[config.mk]
export PLATFORM = sky130hd
export DESIGN_NAME = control_sequencer
export DESIGN_NICKNAME = d
export VERILOG_FILES = /design/src/rtl/control_sequencer.sv
export SDC_FILE = /design/constraint.sdc
export NUM_CORES = 1
export LEC_CHECK = 0
export CAP_MARGIN = 20
export CELL_PAD_IN_SITES_DETAIL_PLACEMENT = 0
export CELL_PAD_IN_SITES_GLOBAL_PLACEMENT = 1
export CORE_ASPECT_RATIO = 1.25
export CORE_MARGIN = 1
export CORE_UTILIZATION = 28
export DETAILED_ROUTE_END_ITERATION = 10
export GPL_ROUTABILITY_DRIVEN = 0
export PLACE_DENSITY = 0.64
export SLEW_MARGIN = 20
export SYNTH_ARGS = -nofsm -noshare
export SYNTH_HDL_FRONTEND = slang
export SYNTH_SLANG_ARGS = --single-unit
[constraint.sdc]
create_clock -name clk -period 2.2 [get_ports clk]
set_input_delay 0.33 -clock clk [delete_from_list [all_inputs] [get_ports clk]]
set_output_delay 0.33 -clock clk [all_outputs]
set_load 0.03 [all_outputs]
[src/rtl/control_sequencer.sv]
// control_sequencer: instruction sequencer; ISSUE one cycle after accept, memory ops then WAIT until mem_ack.
// in_ready only in IDLE (at most one instruction per 2 cycles); WAIT watchdog built only with CTRL_TIMEOUT_EN.
module control_sequencer #(
  parameter int OPW      = 6,
  parameter int REGW     = 3,
  parameter int IMMW     = 8,
  parameter int IM_AW    = 16,
  parameter int IM_DEPTH = 65536,
  parameter int TIMEOUT  = 255
) (
  input  logic              clk,
  input  logic              rst_n,
  input  logic [31:0]       instr,
  input  logic              in_valid,
  output logic              in_ready,
  output logic [OPW-1:0]    alu_ctrl,
  output logic [REGW-1:0]   rd,
  output logic [REGW-1:0]   r1,
  output logic [REGW-1:0]   r2,
  output logic [IMMW-1:0]   i1,
  output logic [IMMW-1:0]   i2,
  output logic              rwe,
  output logic              rwe2,
  output logic              mem_req,
  output logic              dm_we,
  output logic              dm_re,
  output logic              im_re,
  output logic              im_wd,
  input  logic              mem_ack,
  output logic [IM_AW-1:0]  im_raddr,
  output logic [IM_AW-1:0]  im_waddr,
  output logic              frame_done,
  output logic              ill_op,
  output logic              timeout_err
);

  localparam int IW = 32;
  localparam logic [IM_AW-1:0] IM_LAST = IM_AW'(IM_DEPTH - 1);

  typedef enum logic [1:0] {IDLE, ISSUE, WAIT} state_t;

  state_t         state, state_nxt;
  logic [OPW-1:0] op_q;
  logic           accept;
  logic           is_alu, is_mov, is_strdm, is_ldrdm, is_strim, is_ldrim, is_br, is_mem;
  logic           ack_ok;
  logic           unused_pad;

  assign accept     = (state == IDLE) && in_valid;
  assign ack_ok     = (state == WAIT) && mem_ack;
  assign unused_pad = ^instr;

  always_ff @(posedge clk or negedge rst_n) begin
    if (!rst_n) begin
      op_q <= '0;
      rd   <= '0;
      r1   <= '0;
      r2   <= '0;
      i1   <= '0;
      i2   <= '0;
    end else if (accept) begin
      op_q <= instr[IW-1 -: OPW];
      rd   <= instr[IW-1-OPW -: REGW];
      r1   <= instr[IW-1-OPW-REGW -: REGW];
      r2   <= instr[IW-1-OPW-2*REGW -: REGW];
      i1   <= instr[2*IMMW-1 -: IMMW];
      i2   <= instr[IMMW-1:0];
    end
  end

  always_comb begin
    is_mov   = (op_q == OPW'(3));
    is_alu   = (op_q >= OPW'(1)) && (op_q <= OPW'(7)) && !is_mov;
    is_strdm = (op_q == OPW'(8));
    is_ldrdm = (op_q == OPW'(9));
    is_strim = (op_q == OPW'(10));
    is_ldrim = (op_q == OPW'(11));
    is_br    = (op_q >= OPW'(12)) && (op_q <= OPW'(24));
    is_mem   = is_strdm || is_ldrdm || is_strim || is_ldrim;
  end

`ifdef CTRL_TIMEOUT_EN
  localparam int TCW = $clog2(TIMEOUT + 1);
  logic [TCW-1:0] wait_cnt;
  logic           to_fire;
  logic           to_q;

  assign to_fire = (state == WAIT) && !mem_ack && (wait_cnt == TCW'(TIMEOUT - 1));

  // Counter is held at zero outside WAIT, so it is clear on every WAIT entry.
  always_ff @(posedge clk or negedge rst_n) begin
    if (!rst_n) begin
      wait_cnt <= '0;
      to_q     <= 1'b0;
    end else begin
      wait_cnt <= (state == WAIT) ? wait_cnt + TCW'(1) : '0;
      to_q     <= to_fire;
    end
  end
  assign timeout_err = to_q;
`else
  localparam int unused_timeout = TIMEOUT;
  assign timeout_err = 1'b0;
`endif

  always_ff @(posedge clk or negedge rst_n) begin
    if (!rst_n) state <= IDLE;
    else        state <= state_nxt;
  end

  always_comb begin
    state_nxt  = state;
    in_ready   = (state == IDLE);
    alu_ctrl   = '0;
    rwe        = 1'b0;
    rwe2       = 1'b0;
    mem_req    = 1'b0;
    dm_we      = 1'b0;
    dm_re      = 1'b0;
    im_re      = 1'b0;
    im_wd      = 1'b0;
    frame_done = 1'b0;
    ill_op     = 1'b0;
    case (state)
      IDLE: begin
        if (in_valid) state_nxt = ISSUE;
      end
      ISSUE: begin
        state_nxt = is_mem ? WAIT : IDLE;
        alu_ctrl  = (is_alu || is_br) ? op_q : '0;
        rwe       = is_alu;
        rwe2      = is_mov;
        ill_op    = !(is_alu || is_mov || is_mem || is_br);
      end
      WAIT: begin
        mem_req = 1'b1;
        dm_we   = is_strdm;
        dm_re   = is_ldrdm;
        im_re   = is_ldrim;
        im_wd   = is_strim;
        if (mem_ack) begin
          state_nxt  = IDLE;
          rwe        = is_ldrdm;
          frame_done = is_strim && (im_waddr == IM_LAST);
        end
`ifdef CTRL_TIMEOUT_EN
        else if (to_fire) state_nxt = IDLE;
`endif
      end
      default: state_nxt = IDLE;
    endcase
  end

  always_ff @(posedge clk or negedge rst_n) begin
    if (!rst_n) begin
      im_raddr <= '0;
      im_waddr <= '0;
    end else if (ack_ok) begin
      if (is_ldrim) im_raddr <= (im_raddr == IM_LAST) ? '0 : im_raddr + IM_AW'(1);
      if (is_strim) im_waddr <= (im_waddr == IM_LAST) ? '0 : im_waddr + IM_AW'(1);
    end
  end

endmodule

==> results of run 1 <==
cell usage in the layout, fill, tap and decap left out, drive strengths merged, types with 6 or more instances in the layout:
cell and count:
a21oi 9, and3 6, buf 33, clkbuf 11, clkdlybuf4s50 91, dfrtp 65
inv 12, mux2 31, nand2 22, nand3 14, nand4 9, nor2 16
nor3 11, nor4 6, o21ai 13, xnor2 8, xor2 8
area by class of cell:
| type | instances | area [um2] |
|---|---|---|
| fillers | 1080 | 6270 |
| flip-flops and latches | 65 | 1630 |
| multi-input cells | 211 | 1560 |
| repair buffers | 125 | 1180 |
| clock buffers | 11 | 233 |
| well taps | 135 | 169 |
| clock inverters | 4 | 45.0 |
| inverters | 12 | 45.0 |
through the flow:
stage,TNS [ns],hold WS [ns],total power [mW]
after CTS,0,0.0293,5.31
final,0,0.00736,5.29
after global routing,-0.0558,0.0303,5.56
after global placement,0,0.381,3.85
after floorplan,0,0.0344,3.00
after detailed placement,-0.00602,0.381,3.88
worst max-delay path by stage:
stage	cells after the start	from	to	slack (ns)
after floorplan	5	state[0]	dm_we	0.006
after global placement	4	op_q[2]	ill_op	0.03
after detailed placement	6	mem_ack	im_raddr[15]	-0.006
after CTS	4	op_q[2]	ill_op	0.0004
after global routing	7	state[1]	rwe	-0.06
final	7	state[1]	rwe	0.05
timing repair:
item | 4_1_cts | 5_1_grt
gates resized for setup | 13 | 15
buffers inserted | 2 | 1
endpoints found under the setup margin | 10 | 9
pin swaps | 1 | 4
critical path, cell delays in order, from the launching register on:
cell     delay [ns]
dfrtp_1        0.41
inv_2          0.08
ha_2           0.19
nor4b_4        0.23
o21ai_0        0.14
o21ai_1        0.13
and2_1         0.16
buf_4          0.16
Yosys cell counts (4+ instances only):
master and n:
a21oi_1 9, o21ai_0 12, xnor2_1 8, or4_1 4
or3_1 4, nand4_1 8, nor2_1 16, and2_1 5
a31oi_1 4, dfrtp_1 65, nor2b_1 4, nor4_1 6
nand3_1 13, xor2_1 8, and3_1 6, clkbuf_1 8
buf_2 4, nor3_1 11, ha_1 5, inv_1 12
mux2_2 31, nand2_1 21
cell families (layout without fill, tap and decap cells):
| family | after synthesis | after routing | share of synthesized area [%] |
|---|---|---|---|
| buffers and inverters | 27 | 152 | 3.53 |
| AND/OR/NAND/NOR | 115 | 115 | 20.3 |
| multiplexers | 34 | 34 | 11.8 |
| other | 1 | 2 | 0.116 |
| adder cells (fa/ha/maj) | 5 | 5 | 1.94 |
| flip-flops | 65 | 65 | 50.5 |
| XOR/XNOR | 16 | 16 | 4.35 |
| AO/OA/AOI/OAI | 39 | 39 | 7.46 |
per-layer routing:
metal	part of all wire, %	global-route usage (%)	wire length, um	vias up
met5	0	0	0	-
met4	1.9	6.82	157	0
met3	6.0	4.76	497	11
met2	50	24.6	4140	81
met1	42	17.6	3480	1309
li1	-	-	-	1322
power groups by stage:
stage	combinational (mW)	clock, mW	sequential [mW]
detailed placement	2.15	0	1.73
finish	2.17	1.37	1.75
global placement	2.14	0	1.71
global route	2.32	1.44	1.79
floorplan	0.850	0	2.15
CTS	2.18	1.40	1.73
state kept, by name (all words and copies together), names as in the netlist:
signal / flops
i1: 8
r2: 3
rd: 3
r1: 3
op_q: 6
state: 2
i2: 8
im_raddr: 16
im_waddr: 16
==> results.yml, run 1 <==
detailed_routing:
  dr_total_vias: 2723
  drtAntennaViolNets: 0
  drt-pass1-iter-count: 7
  avgRoutedWirePerCell_um: 14.7
  detail_route.wirelength_mm: 8.28
  drc_errors: 5
  drtIter0Drc: 96
  vias_per_cell: 4.84
logic_synthesis:
  asyncSetResetFlopFracSynth_pct: 100
  syn-cell-area_mm2: 0.00322
  yosysWarningCount: 0
  ys_top_cells_by_area: "dfrtp_1 50%, mux2_2 11%, nand2_1 2.4%"
  synthFlopType: "dfrtp_1"
  synth_edf_count: 0
  synth_largest_type_area_fraction_pct: 50.5
  synth_top_area_cell: "dfrtp_1"
  syn_inst: 302
  yosysUniqueCellTypes: 49
  postSynthAreaPerCell_um2: 10.7
  ys_seq_elements: 65
  synth_seq_area_share_pct: 50.5
cts:
  root_buffer_master: "clkbuf_16"
  cts-buffers-inserted: 9
  clock_tree_from_tritoncts: "done"
  cts_max_level: 3
  cts_buffer_depth: 2
  cts-hold-fix-buffers: 0
  clock_pin_slew_of_the_registers_on_the_worst_case_setup_and_hold_paths_ns: 0.05
  clkSinkCount: 65
  worstSkewPairLatency_ns: 0.33
worst_setup_path:
  worst_r2r_startpoint: "op_q[2]"
  destination_of_the_worst_register_to_register_timing_path: "im_raddr[15]"
  worstPathMaxFanout: 3
  worst_ep_arrival_time_ns: 1.82
  timing.reg2reg.worst_path_depth: 7
  crit_type: "reg -> out"
  timing.reg2reg.setup_slack_ns: 0.23
  cp.required_ns: 1.87
  setup.worst_path.start_class: "flop"
  timing.critical_path.to_type: "output port"
pwr:
  comb_power_share_pct: 41.1
  p_sw_mw: 1.90
  power.leakage_nw: 2.05
  internal_power_mw: 3.39
  powerDensity_mw_per_mm2: 1090
  p_clk_share_pct: 25.9
  ir_worst_vdd_uv: 673
  seq_power_share_pct: 33.0
  sw_ratio_pct: 36.0
grt:
  overflow: 0
  grt_start_max_net_pins: 66
  grtUsageTotal_pct: 14.8
  global_route_wire_length_before_repair_mm: 13.9
  first_global_vias: 2867
  antenna_found_initial: 0
final_layout:
  design_area_mm2: 0.00486
  area_delta_synth_final_pct: 51.0
  postLayoutCoreUtil_pct: 43.7
  num_antenna_cells: 0
  finalNetCount: 465
  drive_gt1_share_pct: 22.7
  post_layout_nonfiller_instances: 563
timing:
  finalWorstPathRequiredPeriod_ns: 2.15
  layout_worst_path_cycle_share_pct: 97.7
  fmax_ghz: 0.465
  post-route-worst-setup-slack_ns: 0.0511
  worst_clock_skew_ns: 0.00894
  setup_viol: 0
  report.final.hold_viol_count: 0
  setup_repair_after_global_routing_missed_its_margin: "yes"
  count_of_pins_over_their_slew_limit: 0
worst_hold_path:
  worstHoldPathType: "in -> async"
placed_design:
  port_buffers: 106
  post_dp_cell_area_mm2: 0.00449
  dp.cells: 545
  worst_setup_slack_before_clock_tree_synthesis_ns: -0.00602
  place_hpwl_mm: 6.01
status:
  result_of_the_run: "finished with violations"
  failed_checks: "DRC"
floorplan:
  design.die.area_mm2: 0.0119
  number_of_rows_created_at_floorplan: 43
  design.core.area_mm2: 0.0111
  floorplan.die.width_um: 97.9
  start_util_pct: 28.9
  io-pin-count: 110
  die_h_um: 122
flow_run:
  max_cap_violations: 0
Power figures use the tool's default switching activity.
==> run 2, diff against run 1 <==
--- a/config.mk
+++ b/config.mk
@@ -5,7 +5,7 @@
 export SDC_FILE = /design/constraint.sdc
 export NUM_CORES = 1
 export LEC_CHECK = 0
-export CAP_MARGIN = 20
+export CAP_MARGIN = 5
 export CELL_PAD_IN_SITES_DETAIL_PLACEMENT = 0
 export CELL_PAD_IN_SITES_GLOBAL_PLACEMENT = 1
 export CORE_ASPECT_RATIO = 1.25
==> results of run 2 <==
Same layout as run 1: the final DEF is identical, and so are final timing and power.
==> RTL edit 1: new RTL, flow settings as in run 2 <==
The 3 states of `state_t` get a one-hot encoding in 3 bits.
--- a/src/rtl/control_sequencer.sv
+++ b/src/rtl/control_sequencer.sv
@@ -37,7 +37,7 @@
   localparam int IW = 32;
   localparam logic [IM_AW-1:0] IM_LAST = IM_AW'(IM_DEPTH - 1);
 
-  typedef enum logic [1:0] {IDLE, ISSUE, WAIT} state_t;
+  typedef enum logic [2:0] {IDLE = 3'b001, ISSUE = 3'b010, WAIT = 3'b100} state_t;
 
   state_t         state, state_nxt;
   logic [OPW-1:0] op_q;
Check against the original RTL: same outputs for any inputs over 10 cycles, from zero or initial values and one cycle with rst_n low; not proved beyond that.
==> RTL edit 1 against run 2 <==
Cell count up 1.6%; synthesized area shrank 2.6%; total power shrank 23%; highest routed layer unchanged; clock skew is 0.0018 ns lower; sequential cell count grew 1; combinational power is 49% lower; cell area is 0.41% higher; core utilization grew 1.9 points; wire length is 2.7% lower; setup slack worse by 0.0072 ns; clock power up 6%; sequential share of layout area is 0.35 points higher; count of clock-buffer cells in the layout is the same; first-iteration DRC count decreased by 7.3%.
==> RTL edit 1: results (changes against run 2) <==
Run status
The flow ran to the end, and the final reports show no timing, DRC or antenna violations.

Pwr
The maximum VDD drop came to 0.542 mV (-20%). The standby leakage power is 2.01 nW (-1.9%). The switching part of the total power is 30.0% (-6.0 points).

Worst hold path
The path class of the tightest hold or removal check is in -> async.

Logic synthesis
The number of warnings issued by yosys is 0 (unchanged). The sequential-to-total area share from yosys stat is 52.7% (+2.2 points). Ranked by total cell area, the synthesized netlist is headed by sky130_fd_sc_hd__dfrtp_1 52%, sky130_fd_sc_hd__mux2_2 9.7%, sky130_fd_sc_hd__nand3_1 3.4%.

The count of different cell masters after synthesis came to 44 (-10%). The post-synthesis async set-or-reset flop share is 100% (unchanged). The number of instances in the synthesized netlist is 300 (-0.66%). The commonest cells after synthesis are 65 x sky130_fd_sc_hd__dfrtp_1, 27 x sky130_fd_sc_hd__mux2_2, 26 x sky130_fd_sc_hd__nor2_1.

Critical path
The highest net fanout along the worst path is 4 (+1). Across all register-to-register paths, the minimum setup slack is 0.22 ns. The worst register-to-register path ends at im_raddr[9]$_DFFE_PN0P_. The startpoint of the lowest-slack register-to-register path is op_q[5]$_DFFE_PN0P_.

The depth of the worst register-to-register path is 6 (-1). Tracing the worst setup path back leads to its startpoint at op_q[5]$_DFFE_PN0P_. The worst endpoint data arrival time is 1.83 ns.

Final layout
The net count reported at finish is 473 (+1.7%). The largest registers in the layout are im_raddr: 16 flops, im_waddr: 16 flops. The share of layout cells above drive strength 1 was 23.9% (+1.2 points). The number of antenna diodes is 0 (unchanged).

Routing
The first-pass iteration count of the detailed router came to 4 (-3). The number of vias in the routed layout is 2,779 (+2.1%). The total wirelength of the detailed-routed design is 8.06 mm (-2.7%).

The starting DRC count in detailed routing came to 89 (-7.3%). The routed length per instance is 14.1 um (-4.2%).

Placed design
The number of buffer cells added on primary ports came to 106 (unchanged). The number of placed instances with taps included is 552 (+1.3%). The post-DP HPWL is 5.82 mm (-3.2%). The total cell area at the placement stage is 0.00451 mm^2 (+0.53%).

Global routing
The overall track demand over capacity in global routing is 14.3% (-0.51 points). The number of global-route vias before repair came to 2,694 (-6.0%). The number of antenna violations at the first check in global routing is 0 (unchanged).

The pin count of the biggest net entering global routing came to 67 (+1.5%). The global-route wire length before repair came to 13.4 mm (-3.4%).

Clock tree
The maximum level of the CTS H-tree was 3 (unchanged). The largest buffer count on any clock path came to 2 (unchanged). The clock network latency to the later pin of the worst-skew pair is 0.32 ns. The clock transition time at the flip-flop clock pins of the worst setup and hold paths is 0.05 ns (about the same). The number of CTS-inserted buffers is 9 (unchanged). The root buffer cell chosen for the clock tree is sky130_fd_sc_hd__clkbuf_16.

STA
The worst clock skew is 0.00718 ns (-0.00175 ns). The headroom to the max-slew limit is 66.3%. The worst-case hold slack is 0.0175 ns (+0.0101 ns).
RTL edit 1: area by class of cell:
cell class / count / area (um^2)
clock buffer: 11 / 253
clock inverter: 5 / 52.6
fill: 1061 / 5840
inverter: 10 / 37.5
multi-input combinational: 215 / 1460
sequential: 66 / 1660
tap: 132 / 165
timing repair buffer: 133 / 1270
RTL edit 1: critical path, stage by stage (launching register included):
cell                      delay [ns]
sky130_fd_sc_hd__dfrtp_2        0.42
sky130_fd_sc_hd__nor4b_4        0.32
sky130_fd_sc_hd__buf_4          0.17
sky130_fd_sc_hd__nand2_2        0.05
sky130_fd_sc_hd__buf_6          0.14
sky130_fd_sc_hd__nor3_2         0.13
sky130_fd_sc_hd__buf_4          0.16
sky130_fd_sc_hd__buf_12         0.11
RTL edit 1: power by group through the flow:
| stage | clock (W) | sequential (W) | combinational (W) |
|---|---|---|---|
| finish | 0.00145 | 0.00152 | 0.00111 |
| global route | 0.00156 | 0.00155 | 0.00118 |
| CTS | 0.00150 | 0.00152 | 0.00109 |
| detailed placement | 0 | 0.00154 | 0.00109 |
| global placement | 0 | 0.00153 | 0.00109 |
| floorplan | 0 | 0.00181 | 0.000305 |
RTL edit 1: metrics by stage:
stage | setup slack, ns | setup TNS, ns
2_1_floorplan | 0.0321 | 0
3_3_place_gp | 0.00501 | 0
3_5_place_dp | 0.000402 | 0
4_1_cts | 0.00109 | 0
5_1_grt | -0.0373 | -0.0905
6_report | 0.0439 | 0
RTL edit 1: cell families (layout without fill, tap and decap cells):
| logic type | Yosys count | count (layout) | synth area share [%] |
|---|---|---|---|
| DFF | 66 | 66 | 52.7 |
| muxes | 27 | 27 | 9.69 |
| adders and majority gates | 2 | 2 | 0.798 |
| other | 1 | 2 | 0.120 |
| buffers and inverters | 20 | 159 | 2.75 |
| xor gates and xnor gates | 13 | 13 | 3.63 |
| and+or+nand+nor | 116 | 116 | 19.2 |
| AOI/OAI and AO/OA | 55 | 55 | 11.1 |
RTL edit 1: worst max-delay path by stage:
stage | to | slack (ns) | cells past startpoint
floorplan | frame_done | 0.03 | 3
global placement | im_raddr[14]$_DFFE_PN0P_ | 0.005 | 7
detailed placement | im_raddr[14]$_DFFE_PN0P_ | 0.0004 | 7
CTS | dm_we | 0.001 | 7
global route | dm_we | -0.04 | 7
finish | dm_we | 0.04 | 7
RTL edit 1: timing repair:
item                                   4_1_cts  5_1_grt
resized for setup                            5       10
endpoints found under the hold margin        0        0
pin swaps                                    1        4
buffers inserted                             1        3
setup endpoints to repair                    6       11
RTL edit 1: per-layer routing:
layer | up-vias | track usage, % | part of all wire, %
li1 | 1354 | - | -
met3 | 9 | 4.80 | 6.1
met2 | 70 | 23.2 | 50
met5 | - | 0 | 0
met4 | 0 | 5.04 | 1.5
met1 | 1346 | 17.8 | 43
==> RTL edit 2: new RTL, settings of run 2 <==
Made on the original files. Set the parameter `IMMW` to 7 (it was 8).
--- a/src/rtl/control_sequencer.sv
+++ b/src/rtl/control_sequencer.sv
@@ -3,7 +3,7 @@
 module control_sequencer #(
   parameter int OPW      = 6,
   parameter int REGW     = 3,
-  parameter int IMMW     = 8,
+  parameter int IMMW     = 7,
   parameter int IM_AW    = 16,
   parameter int IM_DEPTH = 65536,
   parameter int TIMEOUT  = 255
Ports: changed (resized i1 and i2); port bits go from 110 to 108. No check against the original RTL was run, so the function may have changed too.
==> RTL edit 2 against run 2 <==
The run ends with negative hold slack left; total power shrank 4.5%; cell area shrank 0.64%; setup slack lost 0.027 ns; register-to-register slack is essentially flat; synthesized area shrank 1.4%; wire length shrank 1.1%; largest cell class unchanged; sequential cell count shrank 2; critical path depth shrank 3.
==> RTL edit 2: results (changes against run 2) <==
Critical path
The peak per-stage delay on the critical path is 0.60 ns (+0.19 ns). The origin of the worst setup path is im_waddr[6]$_DFFE_PN0P_. The worst register-to-register path ends at im_raddr[13]$_DFFE_PN0P_. The depth of the worst register-to-register path is 5 (-2). The worst endpoint data arrival time is 1.85 ns (+0.03 ns).

STA
The number of endpoints with negative hold slack in the final report is 6 (+6). The worst-case hold slack is -0.00143 ns (-0.00879 ns).

Run status
The final reports fail on negative hold slack. The flow ran to the end, but the final reports show violations.

Global routing
The fraction of met1 tracks used by global routing came to 17.2% (-0.40 points). The met2 layer usage reported by global route is 23.9% (-0.66 points). The global-route wire length before repair is 13.8 mm (-0.74%).

Routing
The routed length on met1 is 3.57 mm (+2.6%).

Final layout
The net count reported at finish came to 468 (+0.65%). The number of fill cells is 1,128 (+4.4%).

Placed design
The total cell area at the placement stage was 0.00442 mm^2 (-1.5%). The post-DP HPWL was 5.98 mm (-0.63%). The number of buffer cells added on primary ports is 102 (-3.8%).

Pwr
The maximum VDD drop is 0.651 mV (-3.3%). The standby leakage power was 2.05 nW (+0.23%).

Logic synthesis
Yosys attributes the largest share of cell area to sky130_fd_sc_hd__dfrtp_1 50%, sky130_fd_sc_hd__mux2_2 11%, sky130_fd_sc_hd__nand4_1 3.3%. Sorting the synthesized cells by how often they occur yields 63 x sky130_fd_sc_hd__dfrtp_1, 30 x sky130_fd_sc_hd__mux2_2, 17 x sky130_fd_sc_hd__nand3_1, 17 x sky130_fd_sc_hd__nand4_1. The count of different cell masters after synthesis came to 45 (-8.2%). The synthesized area per cell is 10.8 um^2 (+0.98%).

Clock tree
The number of instances resized during post-cts repair is 10 (-3).
[RTL edit 2: kinds of logic (layout without fill, tap and decap cells)]
kind of cell	after synthesis	count (layout)	synth area share (%)
and+or+nand+nor	116	116	21.5
DFF	63	63	49.6
muxes	36	36	12.5
AOI/OAI and AO/OA	35	35	6.77
buffers and inverters	23	159	3.15
xor gates and xnor gates	16	16	4.41
adders and majority gates	5	5	1.97
other	1	2	0.118
[RTL edit 2: final cells by class]
type	instances	area, um^2	share of cell area, %
Tap cell	135	169	3.49
Timing Repair Buffer	132	1210	25.0
Clock inverter	4	20.0	0.414
Multi-Input combinational cell	210	1560	32.2
Sequential cell	63	1580	32.7
Clock buffer	12	256	5.31
Inverter	11	41.3	0.854
[RTL edit 2: how the worst max path moves through the flow]
stage                      end  slack, ns  depth (start not counted)
floorplan                dm_we       -0.1                          5
global placement        ill_op       0.03                          4
detailed placement      ill_op       0.04                          4
CTS                     ill_op     -0.005                          4
global route        frame_done      -0.03                          4
finish              frame_done       0.02                          4
